**src/rtl/conv_window_loader.sv**
```systemverilog
`default_nettype none
// ============================================================================
// Module      : conv_window_loader
// Description : Tracks the convolution output position, latches the 3x3
//               window base address and fetches the nine window pixels from
//               a one-cycle-latency feature-map memory into three row regs.
// Revision    : 1.0 - initial release
// ============================================================================
module conv_window_loader #(
   parameter int DATA_W = 8,
   parameter int IMG_W  = 28,
   parameter int IMG_H  = 28,
   parameter int ADDR_W = 10
) (
   input  logic                  clk,
   input  logic                  rst_n,
   input  logic                  addr_gen,
   input  logic                  load,
   input  logic                  counter_enable,
   output logic                  mem_rd_en,
   output logic [ADDR_W-1:0]     mem_addr,
   input  logic [DATA_W-1:0]     mem_rd_data,
   output logic [3*DATA_W-1:0]   row0,
   output logic [3*DATA_W-1:0]   row1,
   output logic [3*DATA_W-1:0]   row2,
   output logic                  load_done,
   output logic                  done,
   output logic [ADDR_W-1:0]     out_row,
   output logic [ADDR_W-1:0]     out_col
);

   localparam logic [ADDR_W-1:0] c_img_w    = ADDR_W'(IMG_W);
   localparam logic [ADDR_W-1:0] c_col_last = ADDR_W'(IMG_W - 3);
   localparam logic [ADDR_W-1:0] c_row_last = ADDR_W'(IMG_H - 3);

   typedef enum logic [1:0] {
      IDLE  = 2'd0,
      FETCH = 2'd1,
      DRAIN = 2'd2,
      READY = 2'd3
   } state_t;

   state_t                state_q, state_d;
   logic [3:0]            idx_q, idx_d;
   logic [ADDR_W-1:0]     base_q, base_d;
   logic [ADDR_W-1:0]     out_row_q, out_row_d;
   logic [ADDR_W-1:0]     out_col_q, out_col_d;
   logic                  done_q, done_d;
   logic                  load_done_q, load_done_d;
   logic                  cap_vld_q, cap_vld_d;
   logic [3:0]            cap_idx_q, cap_idx_d;
   logic [3*DATA_W-1:0]   rows_q [3];
   logic [3*DATA_W-1:0]   rows_d [3];

   logic                  rd_en;
   logic [3:0]            fetch_rc;
   logic [3:0]            cap_rc;

   // Split a window index 0..8 into {row[1:0], col[1:0]}.
   function automatic logic [3:0] idx_to_rc(input logic [3:0] idx);
      case (idx)
         4'd0:    return 4'b00_00;
         4'd1:    return 4'b00_01;
         4'd2:    return 4'b00_10;
         4'd3:    return 4'b01_00;
         4'd4:    return 4'b01_01;
         4'd5:    return 4'b01_10;
         4'd6:    return 4'b10_00;
         4'd7:    return 4'b10_01;
         4'd8:    return 4'b10_10;
         default: return 4'b00_00;
      endcase
   endfunction

   assign fetch_rc = idx_to_rc(idx_q);
   assign cap_rc   = idx_to_rc(cap_idx_q);

   // A new base latch wins over an outstanding read request in the same cycle.
   assign rd_en     = (state_q == FETCH) && load && !addr_gen;
   assign mem_rd_en = rd_en;
   assign mem_addr  = rd_en ? (base_q + ADDR_W'(fetch_rc[3:2]) * c_img_w + ADDR_W'(fetch_rc[1:0]))
                            : '0;

   assign row0      = rows_q[0];
   assign row1      = rows_q[1];
   assign row2      = rows_q[2];
   assign load_done = load_done_q;
   assign done      = done_q;
   assign out_row   = out_row_q;
   assign out_col   = out_col_q;

   // Next-state: fetch sequencing, pixel capture, base latch and position counters.
   always_comb begin
      state_d     = state_q;
      idx_d       = idx_q;
      base_d      = base_q;
      out_row_d   = out_row_q;
      out_col_d   = out_col_q;
      done_d      = done_q;
      load_done_d = load_done_q;
      rows_d      = rows_q;
      cap_vld_d   = rd_en;
      cap_idx_d   = idx_q;

      case (state_q)
         IDLE: begin
            if (load) state_d = FETCH;
         end
         FETCH: begin
            if (rd_en) begin
               idx_d = idx_q + 4'd1;
               if (idx_q == 4'd8) state_d = DRAIN;
            end
         end
         DRAIN: begin
            load_done_d = 1'b1;
            state_d     = READY;
         end
         READY: begin
            state_d = READY;
         end
         default: state_d = IDLE;
      endcase

      // Data returns one cycle after its read; the delayed index steers it.
      if (cap_vld_q) begin
         rows_d[cap_rc[3:2]][cap_rc[1:0]*DATA_W +: DATA_W] = mem_rd_data;
      end

      // Base uses the counter values before any same-cycle advance.
      if (addr_gen) begin
         base_d      = out_row_q * c_img_w + out_col_q;
         idx_d       = 4'd0;
         load_done_d = 1'b0;
         done_d      = 1'b0;
         state_d     = IDLE;
      end

      if (counter_enable) begin
         if (out_col_q < c_col_last) begin
            out_col_d = out_col_q + 1'b1;
         end else begin
            out_col_d = '0;
            if (out_row_q < c_row_last) begin
               out_row_d = out_row_q + 1'b1;
            end else begin
               out_row_d = '0;
               done_d    = 1'b1;
            end
         end
      end
   end

   // State registers; reset also drops any read still in flight.
   always_ff @(posedge clk) begin
      if (!rst_n) begin
         state_q     <= IDLE;
         idx_q       <= '0;
         base_q      <= '0;
         out_row_q   <= '0;
         out_col_q   <= '0;
         done_q      <= 1'b0;
         load_done_q <= 1'b0;
         cap_vld_q   <= 1'b0;
         cap_idx_q   <= '0;
         rows_q[0]   <= '0;
         rows_q[1]   <= '0;
         rows_q[2]   <= '0;
      end else begin
         state_q     <= state_d;
         idx_q       <= idx_d;
         base_q      <= base_d;
         out_row_q   <= out_row_d;
         out_col_q   <= out_col_d;
         done_q      <= done_d;
         load_done_q <= load_done_d;
         cap_vld_q   <= cap_vld_d;
         cap_idx_q   <= cap_idx_d;
         rows_q[0]   <= rows_d[0];
         rows_q[1]   <= rows_d[1];
         rows_q[2]   <= rows_d[2];
      end
   end

endmodule
`default_nettype wire

```
**config.mk**
```make
export PLATFORM = sky130hd
export DESIGN_NAME = conv_window_loader
export DESIGN_NICKNAME = d
export VERILOG_FILES = /design/src/rtl/conv_window_loader.sv
export SDC_FILE = /design/constraint.sdc
export NUM_CORES = 1
export LEC_CHECK = 0
export CAP_MARGIN = 40
export CELL_PAD_IN_SITES_DETAIL_PLACEMENT = 0
export CELL_PAD_IN_SITES_GLOBAL_PLACEMENT = 2
export CORE_AREA = 2 2 151 153
export CTS_CLUSTER_SIZE = 8
export DETAILED_ROUTE_END_ITERATION = 6
export DIE_AREA = 0 0 153 155
export PLACE_DENSITY = 0.73
export SYNTH_ARGS = -nofsm -noshare
export SYNTH_HDL_FRONTEND = slang
export SYNTH_SLANG_ARGS = --single-unit
```
**constraint.sdc**
```tcl
create_clock -name clk -period 3.4 [get_ports clk]
set_input_delay 1.02 -clock clk [delete_from_list [all_inputs] [get_ports clk]]
set_output_delay 1.02 -clock clk [all_outputs]
set_load 0.01 [all_outputs]
```
==> impl_metrics.env <==
export IMPL_cts_tree="built"
export IMPL_crit_chain="ha_4 > fa_2 > a21o_1 > a21o_1 > buf_6 > a21o_1 > a21oi_2 > mux2i_1 > buf_2"
export IMPL_worst_pin_slew_ns=0.8923
export IMPL_core_area_um2=22230
export IMPL_netlist_area_um2=6088
export IMPL_dp_cells=1123
export IMPL_ys_seq_area_share_pct=39.13
export IMPL_grt_max_degree=62
export IMPL_fillers=2281
export IMPL_critPathArrivalTime_ns=2.39
export IMPL_critPathSlowestCell="fa_2"
export IMPL_synthFlopType="dfxtp_1"
export IMPL_synth_most_common_cell="dfxtp_1"
export IMPL_portBuffers=117
export IMPL_synth_distinct_cells=52
export IMPL_yosys_top_cells_count="119 x dfxtp_1, 99 x nand2_1, 73 x nand3_1"
export IMPL_fin_setup_tns_ns=-0.006158
export IMPL_numCtsBuffers=17
export IMPL_cts_buffer_depth=2
export IMPL_cts_htree_levels=4
export IMPL_drv_slew=0
export IMPL_yosysTopAreaCell="dfxtp_1"
export IMPL_whs_ns=0.4531
export IMPL_wire_per_inst_um=15.16
export IMPL_synth_top_family_by_area="simple AND/OR/NAND/NOR gates"
export IMPL_first_iter_violations=230
export IMPL_fin_ws_ns=-0.006158
export IMPL_setup_violations_final=1
export IMPL_fin_worst_skew_ns=0.01934
export IMPL_grt_ovfl_total=0
export IMPL_worstSetupEndpointType="primary output"
export IMPL_hold_class="reg2reg"
export IMPL_cp_data_required_time_ns=2.38
export IMPL_synthMuxAreaShare_pct=1.644
export IMPL_status="complete, but fails checks"
export IMPL_yosys_warnings=0
export IMPL_vias=5353
export IMPL_antenna_found_initial=0
export IMPL_cts_clk_slew_worst_paths_ns=0.06
export IMPL_syn_inst=712
export IMPL_maxCapViolCount=0
export IMPL_critPathMostFrequentCell="a21o_1"
export IMPL_start_kind="flop"
export IMPL_path_class="reg2out"
export IMPL_place_ws_ns=-0.2832
export IMPL_power_leakage_nw=3.317
export IMPL_ctsHoldBuffers=0
export IMPL_synthAdderAreaFrac_pct=12.29
export IMPL_hold_violations=0
export IMPL_cts_root_buf="clkbuf_16"
export IMPL_grt_pass1_wl_mm=28.53
export IMPL_cts_sinks=119
export IMPL_synthSimpleGateAreaFrac_pct=23.86
export IMPL_max_freq_mhz=293.6
export IMPL_fp_dieArea_um2=23720
export IMPL_synth_nets=780
export IMPL_synth_top_area_share_pct=39.13
export IMPL_min_period_ns=3.406
export IMPL_antenna_cells=0
export IMPL_drive_gt1_share_pct=13.27
export IMPL_ir_worst_vdd_uv=298.7
export IMPL_path_buf_inv=2
export IMPL_avgViaCountPerCell=4.619
export IMPL_drt_total_wl_mm=17.57
export IMPL_die_h_um=155
export IMPL_post_synth_main_area_contributors="dfxtp_1 39%, ha_1 9.7%, nand2_1 6.1%, nand3_1 6.0%, a21boi_1 4.1%"
export IMPL_synthToLayoutAreaGrowth_pct=40.85
export IMPL_finalCritPeriodShare_pct=100.2
export IMPL_hpwl_mm=12.66
export IMPL_syn_mean_instance_area_um2=8.551
export IMPL_yosys_area_share_xor_xnor_pct=3.165
export IMPL_die_x_um=153
export IMPL_initial_core_util_pct=27.39
export IMPL_async_flop_share_pct=0
export IMPL_critPathTopFamily="compound AO/OA/AOI/OAI gates"
export IMPL_synth_compound_area_share_pct=16.07
export IMPL_num_rows=55
export IMPL_first_pass_iters=4
export IMPL_max_stage_delay_ns=0.36
export IMPL_insertion_delay_ns=0.43
export IMPL_stdcell_count=1159
export IMPL_rsz0062_at_grt="yes"
export IMPL_nets=929
export IMPL_relSlewSlack_pct=40.06
export IMPL_worstPathMaxFanout=2
export IMPL_ys_seq_elements=119
export IMPL_powerDensity_nw_per_um2=402.7
export IMPL_synth_edf_count=0
export IMPL_grt_pass1_vias=5374
export IMPL_top_level_ports=118
export IMPL_finalWeightedCongestion=0.7848
export IMPL_drtAntennaViolNets=0
export IMPL_violations="setup timing"
export IMPL_drc_errors=0
export IMPL_track_usage_pct=15.14
power breakdown:
| group | switching (W) | internal, W | total (W) |
|---|---|---|---|
| sequential | 0.00000985 | 0.00140 | 0.00141 |
| clock | 0.000705 | 0.00120 | 0.00190 |
| combinational | 0.0000839 | 0.0000559 | 0.000140 |
final timing paths:
path                   start          end  slack (ns)  cells past startpoint
setup / recovery   base_q[0]  mem_addr[6]      -0.006                      9
hold / removal      row2[20]     row2[20]        0.45                      2
setup reg to reg  out_row[1]    base_q[9]        0.24                     12
hold reg to reg     row2[20]     row2[20]        0.45                      2
cell type report:
| cell class | count | area (µm²) | area share, % |
|---|---|---|---|
| clock buffers | 19 | 452.9 | 5.282 |
| inverters | 30 | 115.1 | 1.342 |
| well taps | 285 | 356.6 | 4.158 |
| multi-input cells | 536 | 3645 | 42.50 |
| clock inverters | 13 | 170.2 | 1.984 |
| repair buffers | 157 | 1444 | 16.84 |
| flip-flops and latches | 119 | 2392 | 27.90 |
stage by stage:
stage          total power (W)  utilization (%)  cell area, µm²
6_report              0.003454            38.58            8576
3_3_place_gp          0.001584            34.93            7765
5_1_grt               0.003577            38.58            8576
4_1_cts               0.003505            38.25            8502
3_5_place_dp          0.001582            34.96            7770
2_1_floorplan         0.001514                -            6088
cell families (layout without fill, tap and decap cells):
group | Yosys count | count (layout)
flops | 119 | 119
buf+inv | 57 | 219
compound gates | 150 | 150
fa+ha+maj | 55 | 55
xor+xnor | 22 | 22
simple gates | 299 | 299
mux | 10 | 10
timing repair:
item / in CTS / in global routing
gates resized for setup: 52 / 18
buffers inserted: 2 / 2
endpoints found under the hold margin: 0 / 0
endpoints found under the setup margin: 12 / 11
pin swaps: 15 / 9
cloned: 0 / 0
registers in the layout, indices dropped and copies added, names as in the netlist:
signal,count
state_q,2
cap_vld_q,1
base_q,10
cap_idx_d,4
out_row,10
out_col,10
done,1
load_done,1
row1,24
row0,24
fetch_rc,4
cap_rc,4
row2,24
layout by cell type, fill, tap and decap left out, types with 21 or more instances in the layout:
cell	instances
dfxtp_1	113
clkdlybuf4s50_1	104
nand2_1	99
nand3_1	73
nor2_1	46
ha_1	39
buf_4	37
a21boi_1	33
a21oi_1	29
inv_1	26
o21ai_0	26
nor2b_1	21
and2_1	21
layer usage:
layer | global-route usage [%] | part of all wire, % | vias up
met5 | 0 | 0 | -
met4 | 5.379 | 1.5 | 0
met3 | 3.343 | 3.6 | 19
met2 | 23.83 | 44 | 115
met1 | 20.48 | 51 | 2474
li1 | - | - | 2745
worst reg2reg max path, cell delays in order, from the launching register on:
cell	delay [ns]
dfxtp_4	0.37
fa_1	0.45
ha_1	0.22
fa_1	0.39
a21o_1	0.20
a21oi_1	0.17
xnor2_1	0.14
ha_1	0.27
a2111oi_2	0.30
o211ai_1	0.17
a21oi_1	0.15
nand3_1	0.09
nor3b_1	0.14
(Power assumes the default switching activity.)
